===== src/rtl/pipeline_ctrl.sv =====
// rtl/pipeline_ctrl.sv - hazard, freeze, jump and halt control for a 3-stage 8-bit pipeline
module pipeline_ctrl #(
  parameter int MAX_WAIT = 12
) (
  input  logic       Clk,
  input  logic       Reset,
  input  logic [7:0] IF_ID_Instruction_Code,
  input  logic [1:0] ID_EX_Opcode,
  input  logic [2:0] ID_EX_Rd,
  input  logic       Mem_Busy,
  output logic       PC_Write,
  output logic       IF_ID_Write,
  output logic       IF_ID_Flush,
  output logic       ID_EX_Bubble,
  output logic       Pipe_Freeze,
  output logic       Jump_Sel,
  output logic [7:0] Jump_Target,
  output logic       Halted,
  output logic       Timeout_Err,
  output logic [7:0] Stall_Cnt
);

  localparam logic [1:0] RUN      = 2'd0;
  localparam logic [1:0] LU_STALL = 2'd1;
  localparam logic [1:0] HALT     = 2'd2;

  localparam logic [3:0] WAIT_LAST = 4'(MAX_WAIT - 1);

  localparam logic [1:0] OP_ADD  = 2'b01;
  localparam logic [1:0] OP_LOAD = 2'b10;
  localparam logic [1:0] OP_JUMP = 2'b11;

  logic [1:0] state;
  logic [1:0] next_state;
  logic [3:0] wait_cnt;

  logic [1:0] op;
  logic [2:0] rd;
  logic [2:0] rs;
  logic       reads_rs;
  logic       reads_rd;
  logic       hazard;
  logic       is_jump;
  logic       halt_instr;
  logic       timeout_hit;
  logic       stall_event;

  assign op = IF_ID_Instruction_Code[7:6];
  assign rd = IF_ID_Instruction_Code[5:3];
  assign rs = IF_ID_Instruction_Code[2:0];

  // MOV, ADD and LOAD read rs; only ADD also reads rd; JUMP reads nothing.
  assign reads_rs   = (op != OP_JUMP);
  assign reads_rd   = (op == OP_ADD);
  assign hazard     = (ID_EX_Opcode == OP_LOAD) &&
                      ((reads_rs && (ID_EX_Rd == rs)) || (reads_rd && (ID_EX_Rd == rd)));
  // 8'hC0 is a JUMP with a zero offset; it is reserved as the halt instruction.
  assign halt_instr = (IF_ID_Instruction_Code == 8'hC0);
  assign is_jump    = (op == OP_JUMP) && (IF_ID_Instruction_Code[5:0] != 6'd0);

  assign Jump_Target = {2'b00, IF_ID_Instruction_Code[5:0]};

  // Control outputs and next state, resolved in priority order HALT > freeze > load-use > jump > normal.
  always_comb begin
    PC_Write     = 1'b0;
    IF_ID_Write  = 1'b0;
    IF_ID_Flush  = 1'b0;
    ID_EX_Bubble = 1'b0;
    Pipe_Freeze  = 1'b0;
    Jump_Sel     = 1'b0;
    Halted       = 1'b0;
    timeout_hit  = 1'b0;
    next_state   = (state == HALT) ? HALT : RUN;
    if (!Reset) begin
      next_state = RUN;
    end else if (state == HALT) begin
      ID_EX_Bubble = 1'b1;
      Halted       = 1'b1;
    end else if (Mem_Busy) begin
      Pipe_Freeze = 1'b1;
      next_state  = state;
      if (wait_cnt == WAIT_LAST) begin
        timeout_hit = 1'b1;
        next_state  = HALT;
      end
    end else if (state == LU_STALL) begin
      // Second stall cycle of a load-use pair; the hazard input is ignored here.
      ID_EX_Bubble = 1'b1;
      next_state   = RUN;
    end else if (hazard) begin
      ID_EX_Bubble = 1'b1;
      next_state   = LU_STALL;
    end else if (halt_instr) begin
      next_state = HALT;
    end else if (is_jump) begin
      Jump_Sel    = 1'b1;
      PC_Write    = 1'b1;
      IF_ID_Flush = 1'b1;
      IF_ID_Write = 1'b1;
    end else begin
      PC_Write    = 1'b1;
      IF_ID_Write = 1'b1;
    end
  end

  // Cycles entering or sitting in HALT are not counted as stalls.
  assign stall_event = Reset && !PC_Write && (state != HALT) && (next_state != HALT);

  // Controller state register.
  always_ff @(posedge Clk or negedge Reset) begin
    if (!Reset) begin
      state <= RUN;
    end else begin
      state <= next_state;
    end
  end

  // Consecutive Mem_Busy cycle counter, cleared on any idle memory cycle.
  always_ff @(posedge Clk or negedge Reset) begin
    if (!Reset) begin
      wait_cnt <= 4'd0;
    end else if (!Mem_Busy) begin
      wait_cnt <= 4'd0;
    end else if ((state != HALT) && (wait_cnt != 4'hF)) begin
      wait_cnt <= wait_cnt + 4'd1;
    end
  end

  // Sticky memory timeout flag.
  always_ff @(posedge Clk or negedge Reset) begin
    if (!Reset) begin
      Timeout_Err <= 1'b0;
    end else if (timeout_hit) begin
      Timeout_Err <= 1'b1;
    end
  end

  // Saturating stall cycle counter.
  always_ff @(posedge Clk or negedge Reset) begin
    if (!Reset) begin
      Stall_Cnt <= 8'd0;
    end else if (stall_event && (Stall_Cnt != 8'hFF)) begin
      Stall_Cnt <= Stall_Cnt + 8'd1;
    end
  end

endmodule


===== config.mk =====
export PLATFORM = sky130hd
export DESIGN_NAME = pipeline_ctrl
export DESIGN_NICKNAME = d
export VERILOG_FILES = /design/src/rtl/pipeline_ctrl.sv
export SDC_FILE = /design/constraint.sdc
export NUM_CORES = 1
export LEC_CHECK = 0
export BUFFER_PORTS_ARGS = -buffer_cell sky130_fd_sc_hd__buf_2
export CAP_MARGIN = 10
export CORE_ASPECT_RATIO = 1.25
export CORE_MARGIN = 1
export CORE_UTILIZATION = 48
export DETAILED_ROUTE_END_ITERATION = 7
export GPL_ROUTABILITY_DRIVEN = 0
export PLACE_DENSITY = 0.78
export SLEW_MARGIN = 20
export SYNTH_ARGS = -nofsm -noshare
export SYNTH_HDL_FRONTEND = slang
export SYNTH_SLANG_ARGS = --single-unit

===== constraint.sdc =====
create_clock -name Clk -period 2.7 [get_ports Clk]
set_clock_uncertainty 0.2 [all_clocks]
set_input_delay 0.135 -clock Clk [delete_from_list [all_inputs] [get_ports Clk]]
set_output_delay 0.135 -clock Clk [all_outputs]
set_load 0.02 [all_outputs]

==> flow_results.org <==
** Worst setup path
- Setup slack of the most critical reg-to-reg path :: 590 ps
- CP Class :: reg2reg
- The worst setup path is captured at a flip-flop.
- Tracing the worst setup path back leads to its startpoint at wait_cnt[0]$_DFFE_PN0P_.
- For the worst setup path, the data required time is 2690 ps.
- Last element of the critical path :: Stall_Cnt[1]$_DFFE_PN0P_
- STA puts the critical path data arrival time at 2090 ps.
- Counting cells, the worst reg-to-reg path comes to 7.
- Reg-to-reg startpoint :: wait_cnt[0]$_DFFE_PN0P_
- Element type at the critical path start :: flip-flop
- Along the worst path, the maximum fanout reaches 5.
- Reg-to-reg endpoint :: Stall_Cnt[1]$_DFFE_PN0P_

** Finish
- Final-layout fill cell count :: 186
- Design Area, Final :: 1280 sq um
- The post-route netlist has between 30% and 40% of its cells at a drive strength greater than 1.
- The number of antenna diodes in the final layout is 0.
- NumNets Final :: 171
- From synthesis to final layout, the design area changed by 18.0%.

** Yosys
- Of the total synthesized cell area, the portion taken by AND, OR, NAND and NOR gates is a little over a quarter.
- Xor and xnor area share after synthesis :: roughly an eighth
- Share of synthesized area spent on multiplexers :: 4.05%
- Area share of the leading cell type in the synthesized netlist :: about a third
- A synthesized cell averages 9.17 sq um.
- The synthesized netlist devotes a little under an eighth of its cell area to compound gates.
- The synthesized design spends more area on one cell type than any other, namely sky130_fd_sc_hd__dfrtp_1.
- Post-synthesis instance area :: 1080 sq um
- By count the netlist is led by 16 x sky130_fd_sc_hd__nor2_1, 15 x sky130_fd_sc_hd__dfrtp_1, 12 x sky130_fd_sc_hd__nand2_1.
- Counting every instance in the synthesized netlist gives 118.
- Fraction of the yosys area taken by sequential cells :: 34.7%
- In the synthesized netlist the dominant register cell turns out to be sky130_fd_sc_hd__dfrtp_1.
- Warning count from the yosys run :: 0
- Counting distinct cell types in the post-synthesis netlist gives 40.
- Dominant cell by count in the synthesized netlist :: sky130_fd_sc_hd__nor2_1
- Largest family of logic cells by synthesized area :: simple AND/OR/NAND/NOR gates
- Post-Synth Adder-Cell Area :: under 10%
- Top cells by area in the synthesized netlist :: sky130_fd_sc_hd__dfrtp_1 35%, sky130_fd_sc_hd__buf_4 6.9%, sky130_fd_sc_hd__xnor2_1 6.5%
- The synthesized design contains 0 enable-type register cells.
- Number of flip-flops and latches in the synthesized netlist :: 15
- For this run, asynchronously set or reset flops after synthesis account for 100%.

** Power
- Dividing total power by cell area gives a power density of 566 nW/um^2.
- Power comes to between 0.7 and 0.8 mW.
- Summed over all cells, the static leakage comes to roughly 0.63 nW.
- Worst voltage drop across the vdd grid :: about 0.54 mV

** Global routing
- Across every metal layer, demand over resource in global routing totals 21.0%.
- Antenna violations before repair :: 0
- Remaining global-route overflow :: 0
- Entering global routing, the biggest net connects 20 pins.
- The number of global-route vias before repair came to 912.
- The first global-routing pass estimated 3710 um of wire.

** Place
- Input and output buffers added on the ports amount to 37.
- Instance area at placement :: 1240 sq um
- Post-DP HPWL :: ~1800 um

** STA
- Setup-failing EPs final :: 0
- The smallest clock period supported by the final layout is computed as between 2000 and 2500 ps.
- RSZ-0062 raised after global routing :: false
- The max-slew violation count came to 0.
- Of the available clock period, the critical path in the final layout requires 78.0%.
- In the final timing run, aggregate negative setup slack is 0 ps.
- Based on the critical path, the design can be clocked at up to 0.475 GHz.
- Final number of hold-violating endpoints :: 0

** Floorplanning
- Row generation in the floorplan step produced 18 rows.
- The die is between 50 and 60 um tall.
- Starting Density :: 52.8%
- Top-Level Pins :: 40
- Die X-Extent :: 44.5 um
- Die area :: ~2400 sq um
- Core area :: 2050 sq um

** CTS
- At the later pin of the worst-skew pair, clock insertion delay measures 290 ps.
- The cell sitting at the root of the clock tree is a sky130_fd_sc_hd__clkbuf_4.
- Number of levels the H-tree was split into :: 1
- Clock buffers created by TritonCTS :: 3
- Maximum buffer depth of the clock tree :: 2
- TritonCTS built the clock tree.
- Clock slew at reported path FFs :: 90 ps
- Number of setup buffers added after CTS :: 0
- # clock sinks :: 15

** Hold path
- Path class of the lowest-slack min-delay path :: in2reg
- Worst min-delay path startpoint :: Mem_Busy

** Run status
- Outcome :: completed

** Flow run
- Number of violations of the max-capacitance limit :: 0

** Route
- The first routing iteration left 12 violations.
- Remaining routing DRC violations :: 0
- DR WL/cell :: 12.7 um
- Routed wire length :: about 2300 um
- Pre-Repair DR Iteration Count :: 4
- Dividing the detail-routed via count by the number of cells gives 5.46.
- The count of nets left with antenna violations once routing finished came out at 0.
- Across all layers, the routed design uses 994 vias.
cells in the final DEF, fill, tap and decap left out, types with 2 or more instances in the layout:
cell type                  netlist  layout
sky130_fd_sc_hd__xnor2_1         8       8
sky130_fd_sc_hd__or2b_2          2       2
sky130_fd_sc_hd__nand3_1         5       5
sky130_fd_sc_hd__mux2_1          2       2
sky130_fd_sc_hd__buf_2           0      37
sky130_fd_sc_hd__nor2_1         16      16
sky130_fd_sc_hd__a311oi_1        2       2
sky130_fd_sc_hd__nand4_2         2       2
sky130_fd_sc_hd__xor2_1          5       5
sky130_fd_sc_hd__nand2b_1        2       2
sky130_fd_sc_hd__inv_1           3       3
sky130_fd_sc_hd__clkbuf_4        0       3
sky130_fd_sc_hd__ha_1            2       2
sky130_fd_sc_hd__a21oi_1         4       4
sky130_fd_sc_hd__dfrtp_1        15      15
sky130_fd_sc_hd__nand2_1        12      12
sky130_fd_sc_hd__nor3_1          4       4
sky130_fd_sc_hd__conb_1          1       2
layer usage:
metal / up-vias / routed length [um] / track usage (%) / share of wire [%]
met5: - / 0 / 0 / 0
met4: 0 / 51 / 12.1 / 2.2
met3: 5 / 117 / 2.27 / 5.1
met2: 40 / 1190 / 39.5 / 51
met1: 479 / 954 / 22.7 / 41
li1: 470 / - / - / -
kinds of logic (layout without fill, tap and decap cells):
group / after synthesis / count (layout)
multiplexers: 4 / 4
AO/OA/AOI/OAI: 16 / 16
adder cells (fa/ha/maj): 2 / 2
buffers and inverters: 13 / 46
flip-flops: 15 / 15
XOR/XNOR: 14 / 14
AND/OR/NAND/NOR: 53 / 53
other: 1 / 2
sequential cells by signal, summed over array words and instances (netlist names):
| name | count |
|---|---|
| wait_cnt | 4 |
| state | 2 |
| Timeout_Err | 1 |
| Stall_Cnt | 8 |
worst max-delay path: stages, from the launching register on:
cell and delay [ps]:
sky130_fd_sc_hd__dfrtp_1 400, sky130_fd_sc_hd__ha_1 210, sky130_fd_sc_hd__nand2_1 80, sky130_fd_sc_hd__o21ai_0 330
sky130_fd_sc_hd__o22ai_1 140, sky130_fd_sc_hd__a21oi_2 220, sky130_fd_sc_hd__nor2_1 120, sky130_fd_sc_hd__mux2_1 310
metrics by stage:
step	instances	util [%]	hold WS (ps)	setup slack, ps
after detailed placement	177	60.6	-56.3	568
after global placement	177	60.6	-63.4	646
final	182	62.3	71.4	593
after global routing	182	62.3	95.1	401
after floorplan	119	-	-361	739
after CTS	182	62.3	62.9	589
timing repair:
item                      in CTS  in global routing
gates resized for setup        0                  0
hold buffers                   1                  0
hold endpoints to repair      16                  0
area by class of cell:
| cell class | instances | area (sq um) | share of cell area, % |
|---|---|---|---|
| Multi-Input combinational cell | 91 | 624 | 48.9 |
| Sequential cell | 15 | 375 | 29.4 |
| Timing Repair Buffer | 39 | 203 | 15.9 |
| Tap cell | 30 | 37.5 | 2.94 |
| Clock buffer | 4 | 26.3 | 2.06 |
| Inverter | 3 | 11.3 | 0.881 |
where the power goes:
part	internal, mW	total, mW	switching, mW
Clock	0.0576	0.134	0.0760
Combinational	0.108	0.268	0.160
Sequential	0.270	0.322	0.0522
worst min-delay path by stage:
stage / to / slack, ps / cells past startpoint
after floorplan: Stall_Cnt[0]$_DFFE_PN0P_ / -360 / 0
after global placement: wait_cnt[0]$_DFFE_PN0P_ / -60 / 2
after detailed placement: wait_cnt[1]$_DFFE_PN0P_ / -60 / 2
after CTS: state[0]$_DFF_PN0_ / 60 / 4
after global routing: state[0]$_DFF_PN0_ / 100 / 4
final: state[0]$_DFF_PN0_ / 70 / 4
(Power assumes the default switching activity.)
